$ cat config.mk
export PLATFORM = sky130hd
export DESIGN_NAME = fetch_unit
export DESIGN_NICKNAME = d
export VERILOG_FILES = /design/src/rtl/fetch_unit.sv
export SDC_FILE = /design/constraint.sdc
export NUM_CORES = 1
export LEC_CHECK = 0
export ABC_CLOCK_PERIOD_IN_PS = 3300
export BUFFER_PORTS_ARGS = -buffer_cell sky130_fd_sc_hd__buf_2
export CORE_UTILIZATION = 35
export CTS_BUF_LIST = sky130_fd_sc_hd__clkbuf_8
export CTS_CLUSTER_DIAMETER = 30
export DETAILED_ROUTE_END_ITERATION = 8
export GPL_TIMING_DRIVEN = 0
export SLEW_MARGIN = 10
export SYNTH_ARGS = -nofsm -noshare
export SYNTH_HDL_FRONTEND = slang
export SYNTH_SLANG_ARGS = --single-unit
$ cat constraint.sdc
create_clock -name clk -period 3.3 [get_ports clk]
set_input_delay 0.66 -clock clk [delete_from_list [all_inputs] [get_ports clk]]
set_output_delay 0.66 -clock clk [all_outputs]
set_load 0.05 [all_outputs]
$ cat src/rtl/fetch_unit.sv
// fetch_unit: instruction fetch front end.
// Issues imem reads at the current PC, computes the next PC, buffers returned
// words in order and hands them to decode with a valid/ready handshake.
// Redirects from execute flush the buffer and squash in-flight responses.
// Optional build macro: FETCH_PERF_EN adds stall/flush performance counters.
module fetch_unit #(
  parameter int unsigned       ADDR_W    = 16,
  parameter int unsigned       DATA_W    = 16,
  parameter int unsigned       BUF_DEPTH = 4,
  parameter logic [ADDR_W-1:0] RESET_PC  = '0
) (
  input  logic              clk,
  input  logic              reset_n,
  input  logic [ADDR_W-1:0] pc,
  output logic [ADDR_W-1:0] next_pc,
  input  logic              redirect_valid,
  input  logic [ADDR_W-1:0] redirect_pc,
  output logic              imem_req_valid,
  output logic [ADDR_W-1:0] imem_req_addr,
  input  logic              imem_req_ready,
  input  logic              imem_resp_valid,
  input  logic [DATA_W-1:0] imem_resp_data,
  output logic              inst_valid,
  output logic [DATA_W-1:0] inst_data,
  output logic [ADDR_W-1:0] inst_pc,
  input  logic              inst_ready
`ifdef FETCH_PERF_EN
  ,
  output logic [15:0]       perf_stall_cycles,
  output logic [15:0]       perf_flushes
`endif
);

  localparam int unsigned PTR_W = $clog2(BUF_DEPTH);
  localparam int unsigned CNT_W = PTR_W + 1;
  localparam int unsigned SUM_W = CNT_W + 1;

  // Outstanding request addresses, oldest first
  logic [ADDR_W-1:0] afifo_q [BUF_DEPTH];
  logic [PTR_W-1:0]  af_wr_q, af_wr_d;
  logic [PTR_W-1:0]  af_rd_q, af_rd_d;

  // Instruction buffer entries {addr, data}
  logic [ADDR_W-1:0] buf_addr_q [BUF_DEPTH];
  logic [DATA_W-1:0] buf_data_q [BUF_DEPTH];
  logic [PTR_W-1:0]  bf_wr_q, bf_wr_d;
  logic [PTR_W-1:0]  bf_rd_q, bf_rd_d;

  logic [CNT_W-1:0]  count_q, count_d;
  logic [CNT_W-1:0]  outst_q, outst_d;
  logic [CNT_W-1:0]  drop_q, drop_d;
  logic              inst_valid_q;

  logic              pop_c;
  logic              resp_fire_c;
  logic              req_valid_c;
  logic              req_fire_c;
  logic              push_c;
  logic [SUM_W-1:0]  credit_sum_c;

  // Handshake qualifiers and the credit check that keeps the buffer from overflowing
  always_comb begin
    pop_c        = inst_valid_q & inst_ready;
    resp_fire_c  = imem_resp_valid & (outst_q != '0);
    credit_sum_c = SUM_W'(outst_q) + SUM_W'(count_q) - SUM_W'(pop_c);
    req_valid_c  = reset_n & ~redirect_valid & (credit_sum_c < SUM_W'(BUF_DEPTH));
    req_fire_c   = req_valid_c & imem_req_ready;
    push_c       = resp_fire_c & ~redirect_valid & (drop_q == '0);
  end

  // Next PC: redirect wins, then sequential advance on an accepted request, else hold
  always_comb begin
    next_pc = pc;
    if (!reset_n) begin
      next_pc = RESET_PC;
    end else if (redirect_valid) begin
      next_pc = redirect_pc;
    end else if (req_fire_c) begin
      next_pc = pc + ADDR_W'(1);
    end
  end

  // Next-state for pointers and counters; a redirect empties the buffer and marks in-flight reads stale
  always_comb begin
    af_wr_d = af_wr_q + PTR_W'(req_fire_c);
    af_rd_d = af_rd_q + PTR_W'(resp_fire_c);
    outst_d = outst_q + CNT_W'(req_fire_c) - CNT_W'(resp_fire_c);
    count_d = count_q;
    bf_rd_d = bf_rd_q;
    bf_wr_d = bf_wr_q;
    drop_d  = drop_q;
    if (redirect_valid) begin
      count_d = '0;
      bf_rd_d = bf_wr_q;
      drop_d  = outst_q - CNT_W'(resp_fire_c);
    end else begin
      count_d = count_q + CNT_W'(push_c) - CNT_W'(pop_c);
      bf_rd_d = bf_rd_q + PTR_W'(pop_c);
      bf_wr_d = bf_wr_q + PTR_W'(push_c);
      if (resp_fire_c && (drop_q != '0)) begin
        drop_d = drop_q - CNT_W'(1);
      end
    end
  end

  // Control state registers
  always_ff @(posedge clk or negedge reset_n) begin
    if (!reset_n) begin
      af_wr_q      <= '0;
      af_rd_q      <= '0;
      bf_wr_q      <= '0;
      bf_rd_q      <= '0;
      count_q      <= '0;
      outst_q      <= '0;
      drop_q       <= '0;
      inst_valid_q <= 1'b0;
    end else begin
      af_wr_q      <= af_wr_d;
      af_rd_q      <= af_rd_d;
      bf_wr_q      <= bf_wr_d;
      bf_rd_q      <= bf_rd_d;
      count_q      <= count_d;
      outst_q      <= outst_d;
      drop_q       <= drop_d;
      inst_valid_q <= (count_d != '0);
    end
  end

  // Storage arrays: record request address on accept, capture {addr, data} on kept responses
  always_ff @(posedge clk or negedge reset_n) begin
    if (!reset_n) begin
      for (int i = 0; i < int'(BUF_DEPTH); i++) begin
        afifo_q[i]    <= '0;
        buf_addr_q[i] <= '0;
        buf_data_q[i] <= '0;
      end
    end else begin
      if (req_fire_c) begin
        afifo_q[af_wr_q] <= pc;
      end
      if (push_c) begin
        buf_addr_q[bf_wr_q] <= afifo_q[af_rd_q];
        buf_data_q[bf_wr_q] <= imem_resp_data;
      end
    end
  end

  assign imem_req_valid = req_valid_c;
  assign imem_req_addr  = pc;
  assign inst_valid     = inst_valid_q;
  assign inst_data      = buf_data_q[bf_rd_q];
  assign inst_pc        = buf_addr_q[bf_rd_q];

`ifdef FETCH_PERF_EN
  logic [15:0] stall_q;
  logic [15:0] flush_q;

  // Saturating counters of request-idle cycles and redirects
  always_ff @(posedge clk or negedge reset_n) begin
    if (!reset_n) begin
      stall_q <= '0;
      flush_q <= '0;
    end else begin
      if (!req_valid_c && (stall_q != 16'hFFFF)) begin
        stall_q <= stall_q + 16'd1;
      end
      if (redirect_valid && (flush_q != 16'hFFFF)) begin
        flush_q <= flush_q + 16'd1;
      end
    end
  end

  assign perf_stall_cycles = stall_q;
  assign perf_flushes      = flush_q;
`endif

endmodule

==> results.py, run 1 <==
metrics = {
    "timing": {
        "rsz0062_at_grt": "true",
        "setup_ws_ns": -0.3804,
        "timing.fmax_mhz": 271.7,
        "fin_crit_ns": 3.680,
        "tightest_slew_ns": 0.9778,
        "relSlewSlack_pct": 34.82,
        "finalCritPeriodShare_pct": 111.5,
        "hold_violations": 0,
        "slew_viol_final": 0,
        "setup-violations-final": 62,
        "skew_ns": 0.02772,
        "whs_ns": 0.09736,
    },
    "power": {
        "power.leakage_nw": 6.309,
        "ir_drop_uv": 394.4,
        "power.density_nw_per_um2": 938.6,
        "power.total_w": 0.01261,
    },
    "yosys": {
        "synthArstFlopShare_pct": 100.0,
        "synth_top_family_by_area": "multiplexers",
        "netlist.area_leader.share_pct": 51.72,
        "avgSynthCellArea_sq_um": 14.51,
        "synth_compound_area_share_pct": 3.805,
        "yosys_warnings": 0,
        "synth_edf_count": 0,
        "synth_mux_area_share_pct": 32.22,
        "syn-cell-area_sq_um": 10160,
        "synthAdderAreaFrac_pct": 2.241,
        "synth_cells": 700,
        "synthXorXnorAreaFrac_pct": 1.626,
        "synthTopCellsByArea": "dfrtp_1 52%, mux2_2 21%, mux4_2 11%",
        "syn_nets": 771,
        "ys_types": 49,
        "synth_seq_cells": 210,
        "yosys_most_used_dff": "dfrtp_1",
        "synthSimpleGateAreaFrac_pct": 4.606,
        "ys_seq_area_share_pct": 51.72,
        "netlist.top_cell.by_area": "dfrtp_1",
    },
    "setup_path": {
        "r2r-start": "outst_q[0]",
        "crit_start": "outst_q[0]",
        "crit_fanout": 5,
        "crit_end": "next_pc[6]",
        "startpoint_type": "flop",
        "ff2ff_setup_slack_ns": -0.19,
        "rr_worst_depth": 16,
        "path_cells": "nand3b_1 -> ha_4 -> a211oi_4 -> a32o_2 -> o31ai_4 -> buf_12 -> or3_4 -> a31oi_4 -> buf_6",
        "critical_path_class": "reg -> out",
        "critPathCaptureType": "primary output",
        "worstPathArrival_ns": 3.02,
        "cpMaxStageDelayCell": "dfrtp_2",
        "cpPeakStageDelay_ns": 0.44,
        "r2r_end": "outst_q[2]",
        "required_ns": 2.64,
    },
    "run_status": {
        "violations": "design-rule violations, negative setup slack",
        "outcome": "complete, but fails checks",
    },
    "cts": {
        "clock-sinks": 210,
        "cts-root-buf": "clkbuf_8",
        "clk_latency_ns": 0.54,
        "numCtsBuffers": 47,
        "clk_pin_slew_ns": 0.05,
        "cts_tree": "built",
        "h-tree-depth": 2,
        "clockBufferDepth": 3,
    },
    "routing": {
        "first_iter_violations": 290,
        "dr.pass1.iters": 6,
        "antenna_left": 0,
        "via_per_inst": 4.986,
        "remaining_drc_errors": 2,
        "avgRoutedWirePerCell_um": 18.24,
        "totalWireLength_um": 24170,
        "vias": 6607,
    },
    "placement": {
        "pre_cts_slack_ns": -0.6728,
        "place_congestion": 0.7739,
        "placed_cell_area_sq_um": 11430,
        "place_hpwl_um": 15280,
        "port_buffers": 115,
    },
    "job": {
        "max_cap_viol_count": 0,
    },
    "global_route": {
        "grt_remaining_overflow": 0,
        "grt_antenna_before_repair": 0,
        "grt_usage_pct": 16.37,
        "grt_max_degree": 99,
        "grt_pass1_vias": 6825,
        "grt_pass1_wl_um": 37370,
    },
    "floorplanning": {
        "chipHeight_um": 172.4,
        "start_util_pct": 35.49,
        "rows": 62,
        "fp.dieArea_sq_um": 29710,
        "io-pin-count": 120,
        "core_sq_um": 28630,
        "die_w_um": 172.4,
    },
    "cells_and_area": {
        "antenna_cells": 0,
        "nNetsFinal": 978,
        "final_util_pct": 46.93,
        "area_growth_pct": 32.23,
        "fillers": 2512,
        "layout-drive-gt1-share_pct": 59.72,
        "design_area_sq_um": 13430,
    },
    "worst_hold_path": {
        "hold_class": "in -> async",
    },
}
==> cells by family after synthesis <==
logic type / after synthesis
buf+inv: 77
flops: 210
xor+xnor: 18
fa+ha+maj: 17
mux: 243
simple gates: 74
compound gates: 61
==> critical path, delay by kind of cell (launching register included) <==
kind | cells | cell delay, ns
buffers and inverters | 2 | 0.33
adders and majority gates | 1 | 0.29
DFF | 1 | 0.44
AOI/OAI and AO/OA | 4 | 0.86
and+or+nand+nor | 2 | 0.58
==> worst min-delay path by stage <==
stage	slack, ns	endpoint	start	depth (start not counted)
floorplan	0.36	af_rd_q[0]	reset_n	0
global placement	0.47	afifo_q[37]	afifo_q[37]	1
detailed placement	0.47	afifo_q[37]	afifo_q[37]	1
CTS	0.07	afifo_q[37]	reset_n	2
global route	0.09	buf_addr_q[10]	reset_n	2
finish	0.1	buf_addr_q[25]	reset_n	2
==> power by group <==
group	total (W)	switching [W]	internal [W]
logic	0.00543	0.00288	0.00256
clock network	0.00325	0.00119	0.00206
registers	0.00393	0.000451	0.00348
==> layer usage <==
| metal | part of all wire [%] | track usage [%] | vias up |
|---|---|---|---|
| met5 | 0 | 0 | - |
| met4 | 1.4 | 4.617 | 0 |
| met1 | 48 | 22.91 | 3405 |
| li1 | - | - | 3006 |
| met3 | 3.9 | 2.861 | 28 |
| met2 | 47 | 26.03 | 168 |
==> cell type report <==
type / instances / area [sq um] / area share (%)
buffer: 57 / 330.3 / 2.459
clock buffer: 61 / 839.6 / 6.249
clock inverter: 22 / 254.0 / 1.891
inverter: 20 / 80.08 / 0.5961
multi-input combinational: 413 / 5041 / 37.52
sequential: 210 / 5258 / 39.14
tap: 384 / 480.5 / 3.576
timing repair buffer: 158 / 1151 / 8.568
==> cells in the final DEF (no fill, tap or decap), drive strengths merged, types with 2 or more instances in the layout <==
cell type / Yosys / routed
o211ai: 2 / 2
dlygate4sd3: 0 / 2
bufinv: 0 / 5
dfrtp: 210 / 210
clkinv: 0 / 8
mux4: 48 / 48
o21ai: 27 / 27
or3: 8 / 8
xnor2: 9 / 9
o311ai: 3 / 3
a31oi: 10 / 10
nand4: 5 / 5
nand3: 9 / 9
nor2: 10 / 10
o31ai: 6 / 6
fa: 2 / 2
nand3b: 4 / 4
nor3b: 3 / 3
nand2: 21 / 21
mux2: 192 / 192
mux2i: 3 / 3
inv: 20 / 28
ha: 15 / 15
nor2b: 2 / 2
buf: 31 / 183
or4: 2 / 2
xor2: 9 / 9
clkbuf: 26 / 90
nor3: 5 / 5
a21oi: 7 / 7
==> state kept, by name, summed over array words and instances (netlist names) <==
register,count
buf_data_q,64
count_q,3
inst_valid,1
outst_q,3
af_wr_q,2
af_rd_q,2
buf_addr_q,64
afifo_q,64
bf_rd_q,2
drop_q,3
bf_wr_q,2
==> per-stage QoR <==
| step | cells | setup TNS, ns |
|---|---|---|
| 2_1_floorplan | 700 | -0.1360 |
| 3_3_place_gp | 1199 | -729.14 |
| 3_5_place_dp | 1201 | -15.56 |
| 4_1_cts | 1304 | -4.298 |
| 5_1_grt | 1325 | -16.02 |
| 6_report | 1325 | -8.170 |
==> synth_stat cells (8+ instances only) <==
library cell  count
mux4_2           48
dfrtp_1         210
xnor2_1           8
xor2_1            9
mux2_2          191
nand2_1          21
buf_4            17
nand3_1           9
clkbuf_1         26
a31oi_1          10
nor2_1           10
ha_1             15
inv_1            19
o21ai_0          27
==> repair_timing <==
item                       in CTS  in global routing
setup buffers                  16                 18
hold buffers                    3                  0
gates resized for setup        74                 80
hold endpoints to repair        2                  0
setup endpoints to repair      46                 77
cloned                          1                  3
pin swaps                      19                 22
Note: power is estimated with default switching activity, not from simulation.
==> run 2: changes to the inputs <==
Settings changed: BUFFER_PORTS_ARGS -buffer_cell sky130_fd_sc_hd__buf_2 to -buffer_cell sky130_fd_sc_hd__buf_4, CORE_ASPECT_RATIO set to 0.75.
==> results.py, run 2 (synthesis results as in run 1) <==
metrics = {
    "cts": {
        "numCtsBuffers": 40,
        "clk_pin_slew_ns": 0.06,
        "cts-root-buf": "clkbuf_8",
        "h-tree-depth": 2,
        "clk_latency_ns": 0.55,
        "cts_tree": "built",
        "clock-sinks": 210,
        "clockBufferDepth": 3,
    },
    "setup_path": {
        "cpMaxStageDelayCell": "or4_4",
        "cpPeakStageDelay_ns": 0.45,
        "rr_worst_depth": 15,
        "worstPathArrival_ns": 2.99,
        "critPathCaptureType": "primary output",
        "path_cells": "nand3b_1 -> ha_4 -> a211oi_2 -> a32o_2 -> o31ai_4 -> or4_4 -> a31oi_4 -> buf_6",
        "r2r_end": "outst_q[2]",
        "r2r-start": "outst_q[0]",
        "crit_fanout": 8,
        "required_ns": 2.64,
        "critical_path_class": "reg -> out",
        "crit_start": "outst_q[0]",
        "ff2ff_setup_slack_ns": -0.06,
        "startpoint_type": "flop",
    },
    "run_status": {
        "outcome": "complete, but fails checks",
        "violations": "negative setup slack",
    },
    "timing": {
        "relSlewSlack_pct": 37.88,
        "setup_ws_ns": -0.3483,
        "skew_ns": 0.02778,
        "tightest_slew_ns": 0.9317,
        "slew_viol_final": 0,
        "whs_ns": 0.1010,
        "setup-violations-final": 18,
        "timing.fmax_mhz": 274.1,
        "rsz0062_at_grt": "true",
        "hold_violations": 0,
        "finalCritPeriodShare_pct": 110.6,
        "fin_crit_ns": 3.648,
    },
    "cells_and_area": {
        "antenna_cells": 0,
        "fillers": 2598,
        "final_common_cell": "dfrtp_1",
        "stdcell_count": 1305,
        "layout_common_cells": "209 x dfrtp_1, 191 x mux2_2, 138 x buf_4",
        "reg.largest.list": "afifo_q (64), buf_addr_q (64), buf_data_q (64)",
        "layout-drive-gt1-share_pct": 57.83,
        "final_util_pct": 46.88,
        "area_growth_pct": 30.34,
        "nNetsFinal": 961,
    },
    "floorplanning": {
        "die_w_um": 198.7,
        "fp.dieArea_sq_um": 29720,
        "chipHeight_um": 149.6,
        "core_sq_um": 28250,
        "io-pin-count": 120,
        "rows": 53,
        "start_util_pct": 35.96,
    },
    "placement": {
        "port_buffers": 115,
        "place_hpwl_um": 15800,
        "place_congestion": 0.7833,
        "dp.cells": 1202,
    },
    "routing": {
        "via_per_inst": 4.981,
        "totalWireLength_um": 23760,
        "avgRoutedWirePerCell_um": 18.21,
        "route.met3.wl_um": 969,
        "wl_met2_um": 10970,
        "dr.max_layer_used": "met4",
        "dr.pass1.iters": 4,
        "wl_met1_um": 11510,
        "remaining_drc_errors": 0,
        "first_iter_violations": 228,
        "antenna_left": 0,
        "vias": 6500,
    },
    "global_route": {
        "grt_remaining_overflow": 0,
        "grt_pass1_vias": 6822,
        "grt_usage_pct": 16.66,
        "grt_pass1_wl_um": 37890,
        "grt_antenna_before_repair": 0,
        "grt_max_degree": 91,
    },
    "power": {
        "power.leakage_nw": 6.184,
        "power.density_nw_per_um2": 925.3,
        "power.total_w": 0.01225,
        "ir_drop_uv": 406.6,
    },
    "job": {
        "max_cap_viol_count": 0,
    },
    "worst_hold_path": {
        "hold_class": "in -> async",
    },
}
==> run 2: worst max path at each step <==
stage	endpoint	slack (ns)	cells past startpoint
2_1_floorplan	next_pc[10]	-0.08	7
3_3_place_gp	next_pc[12]	-1.97	8
3_5_place_dp	next_pc[12]	-0.56	9
4_1_cts	next_pc[6]	-0.40	10
5_1_grt	next_pc[7]	-0.43	11
6_report	next_pc[8]	-0.35	8
==> run 2: cell type report <==
class,count,area (sq um),share of cell area [%]
Tap cell,385,481.7,3.638
Timing Repair Buffer,148,1290,9.741
Clock inverter,21,261.5,1.975
Clock buffer,51,701.9,5.300
Sequential cell,210,5256,39.69
Inverter,20,77.57,0.5858
Multi-Input combinational cell,413,4855,36.66
Buffer,57,319.1,2.409
==> run 2: layer usage <==
metal,track usage [%],vias up
li1,-,2972
met1,23.88,3396
met2,25.58,103
met3,3.561,29
met4,4.269,0
met5,0,-
==> run 2: worst max-delay path, delay by kind of cell (launching register included) <==
kind,cells,cell delay (ns)
AOI/OAI and AO/OA,4,0.87
and+or+nand+nor,2,0.70
DFF,1,0.43
adders and majority gates,1,0.28
buffers and inverters,1,0.18
==> run 2: where the power goes <==
| group | switching, W | internal, W | total, W |
|---|---|---|---|
| Clock | 0.00115 | 0.00187 | 0.00302 |
| Combinational | 0.00280 | 0.00251 | 0.00531 |
| Sequential | 0.000451 | 0.00348 | 0.00393 |
| Total | 0.00440 | 0.00786 | 0.0123 |
==> run 2: through the flow <==
| step | instance area [sq um] | setup slack (ns) | setup TNS, ns |
|---|---|---|---|
| after global placement | 11650 | -1.968 | -136.27 |
| final | 13240 | -0.3483 | -3.765 |
| after detailed placement | 11710 | -0.5640 | -15.29 |
| after floorplan | 10300 | -0.08040 | -0.1360 |
| after global routing | 13240 | -0.4272 | -5.968 |
| after CTS | 13090 | -0.3958 | -4.013 |
==> run 2: what timing repair did <==
action / in CTS / in global routing
resized for setup: 61 / 12
endpoints found under the hold margin: 46 / 0
setup buffers: 13 / 15
pin swaps: 19 / 15
hold buffers: 2 / 0
setup endpoints to repair: 46 / 66
cloned: 1 / 0
==> run 3: changes to the inputs <==
Settings changed: CORE_MARGIN set to 3, TNS_END_PERCENT set to 100.
==> results.py, run 3 (synthesis results as in run 1) <==
metrics = {
    "setup_path": {
        "r2r_end": "outst_q[2]",
        "crit_fanout": 6,
        "required_ns": 2.64,
        "worstPathArrival_ns": 3.04,
        "r2r-start": "count_q[1]",
        "critPathCaptureType": "primary output",
        "critical_path_class": "reg -> out",
        "startpoint_type": "flop",
        "rr_worst_depth": 19,
        "ff2ff_setup_slack_ns": -0.21,
    },
    "power": {
        "p_int_w": 0.008015,
        "p_sw_share_pct": 36.07,
        "power.leakage_nw": 6.246,
        "power.density_nw_per_um2": 937.0,
        "pwr-share-clk_pct": 23.9,
        "sequentialPowerShare_pct": 31.4,
        "p_sw_w": 0.004523,
        "ir_drop_uv": 437.0,
        "share_comb_of_total_power_pct": 44.7,
    },
    "cells_and_area": {
        "layout-drive-gt1-share_pct": 59.38,
        "layout_common_cells": "209 x dfrtp_1, 191 x mux2_2, 147 x buf_4",
        "final_common_cell": "dfrtp_1",
        "antenna_cells": 0,
        "area_growth_pct": 31.71,
        "reg.largest.list": "afifo_q (64), buf_addr_q (64), buf_data_q (64)",
        "nNetsFinal": 970,
        "fillers": 2571,
    },
    "routing": {
        "avgRoutedWirePerCell_um": 19.07,
        "vias": 6585,
        "via_per_inst": 5.015,
        "dr.pass1.iters": 4,
        "first_iter_violations": 224,
        "totalWireLength_um": 25040,
        "remaining_drc_errors": 0,
        "antenna_left": 0,
    },
    "timing": {
        "finalCritPeriodShare_pct": 112.3,
        "fin_crit_ns": 3.705,
        "setup-violations-final": 19,
        "skew_ns": 0.02494,
        "hold_violations": 0,
        "relSlewSlack_pct": 36.33,
        "setup_tns_ns": -4.490,
        "setup_ws_ns": -0.4048,
        "tightest_slew_ns": 0.9550,
        "slew_viol_final": 0,
        "whs_ns": 0.09762,
        "timing.fmax_mhz": 269.9,
        "rsz0062_at_grt": "true",
    },
    "cts": {
        "h-tree-depth": 2,
        "clk_pin_slew_ns": 0.06,
        "clk_latency_ns": 0.55,
        "cts-root-buf": "clkbuf_8",
        "cts_tree": "built",
        "numCtsBuffers": 40,
        "clock-sinks": 210,
        "clockBufferDepth": 3,
    },
    "floorplanning": {
        "start_util_pct": 35.88,
        "core_sq_um": 28320,
        "rows": 53,
        "die_w_um": 202.7,
        "io-pin-count": 120,
        "fp.dieArea_sq_um": 31130,
        "chipHeight_um": 153.6,
    },
    "global_route": {
        "grt.busiest_layer": "met2",
        "grt_pass1_vias": 6834,
        "grt_max_degree": 66,
        "grt_remaining_overflow": 0,
        "grt_antenna_before_repair": 0,
        "grt_pass1_wl_um": 39540,
        "grt_usage_pct": 16.16,
        "grtUsageMet1_pct": 23.52,
        "grt.met2_usage_pct": 24.41,
        "use_met3_pct": 3.852,
    },
    "run_status": {
        "violations": "negative setup slack",
        "outcome": "complete, but fails checks",
    },
    "placement": {
        "place_congestion": 0.7536,
        "place_hpwl_um": 15970,
        "port_buffers": 115,
    },
    "job": {
        "max_cap_viol_count": 0,
    },
    "worst_hold_path": {
        "hold_class": "in -> async",
    },
}
[run 3: cell type report]
class                      instances  area (sq um)  area share [%]
clock inverter                    25         312.8           2.338
tap                              385         481.7           3.600
clock buffer                      46         633.1           4.731
multi-input combinational        413          4911           36.70
buffer                            55         315.3           2.356
timing repair buffer             159          1394           10.42
inverter                          20         77.57          0.5797
sequential                       210          5256           39.28
[run 3: routing by layer]
metal	routed length (um)	vias to the layer above
met5	0	-
met4	424	0
met3	1221	32
met2	11180	151
met1	12210	3404
li1	-	2998
[run 3: worst max-delay path by stage]
stage                           from           to  slack [ns]
after floorplan           inst_ready  next_pc[10]       -0.08
after global placement       reset_n  next_pc[12]       -2.03
after detailed placement     reset_n  next_pc[12]       -1.10
after CTS                 count_q[2]   next_pc[8]       -0.46
after global routing      count_q[2]  next_pc[10]       -0.55
final                     count_q[2]  next_pc[10]       -0.40
[run 3: through the flow]
stage	utilization (%)	setup slack (ns)	instance area (sq um)	std cells	total power, W
final	47.26	-0.4048	13380	1313	0.01254
after global routing	47.26	-0.5490	13380	1313	0.01328
after floorplan	-	-0.08040	10300	700	0.007402
after CTS	46.67	-0.4599	13220	1298	0.01254
after detailed placement	41.27	-1.103	11690	1201	0.008674
after global placement	41.14	-2.025	11650	1200	0.008577
[run 3: power by group through the flow]
| stage | Sequential (W) | Combinational, W | Clock, W |
|---|---|---|---|
| floorplan | 0.00384 | 0.00356 | 0 |
| global placement | 0.00395 | 0.00463 | 0 |
| detailed placement | 0.00397 | 0.00471 | 0 |
| CTS | 0.00392 | 0.00552 | 0.00309 |
| global route | 0.00405 | 0.00600 | 0.00323 |
| finish | 0.00394 | 0.00560 | 0.00300 |
[run 3: repair_timing]
item	in CTS	in global routing
buffers inserted	24	14
hold buffers	1	0
pin swaps	33	12
hold endpoints to repair	49	0
gates resized for setup	71	19
setup endpoints to repair	83	68
gates cloned	2	2
[run 3: critical path, cell delays in order (launching register included)]
cell	delay, ns
dfrtp_1	0.37
inv_2	0.06
ha_4	0.26
inv_2	0.04
ha_4	0.16
xnor2_4	0.22
and4_1	0.24
buf_6	0.14
o31ai_4	0.09
buf_4	0.16
or4_4	0.42
a31oi_4	0.17
buf_6	0.18
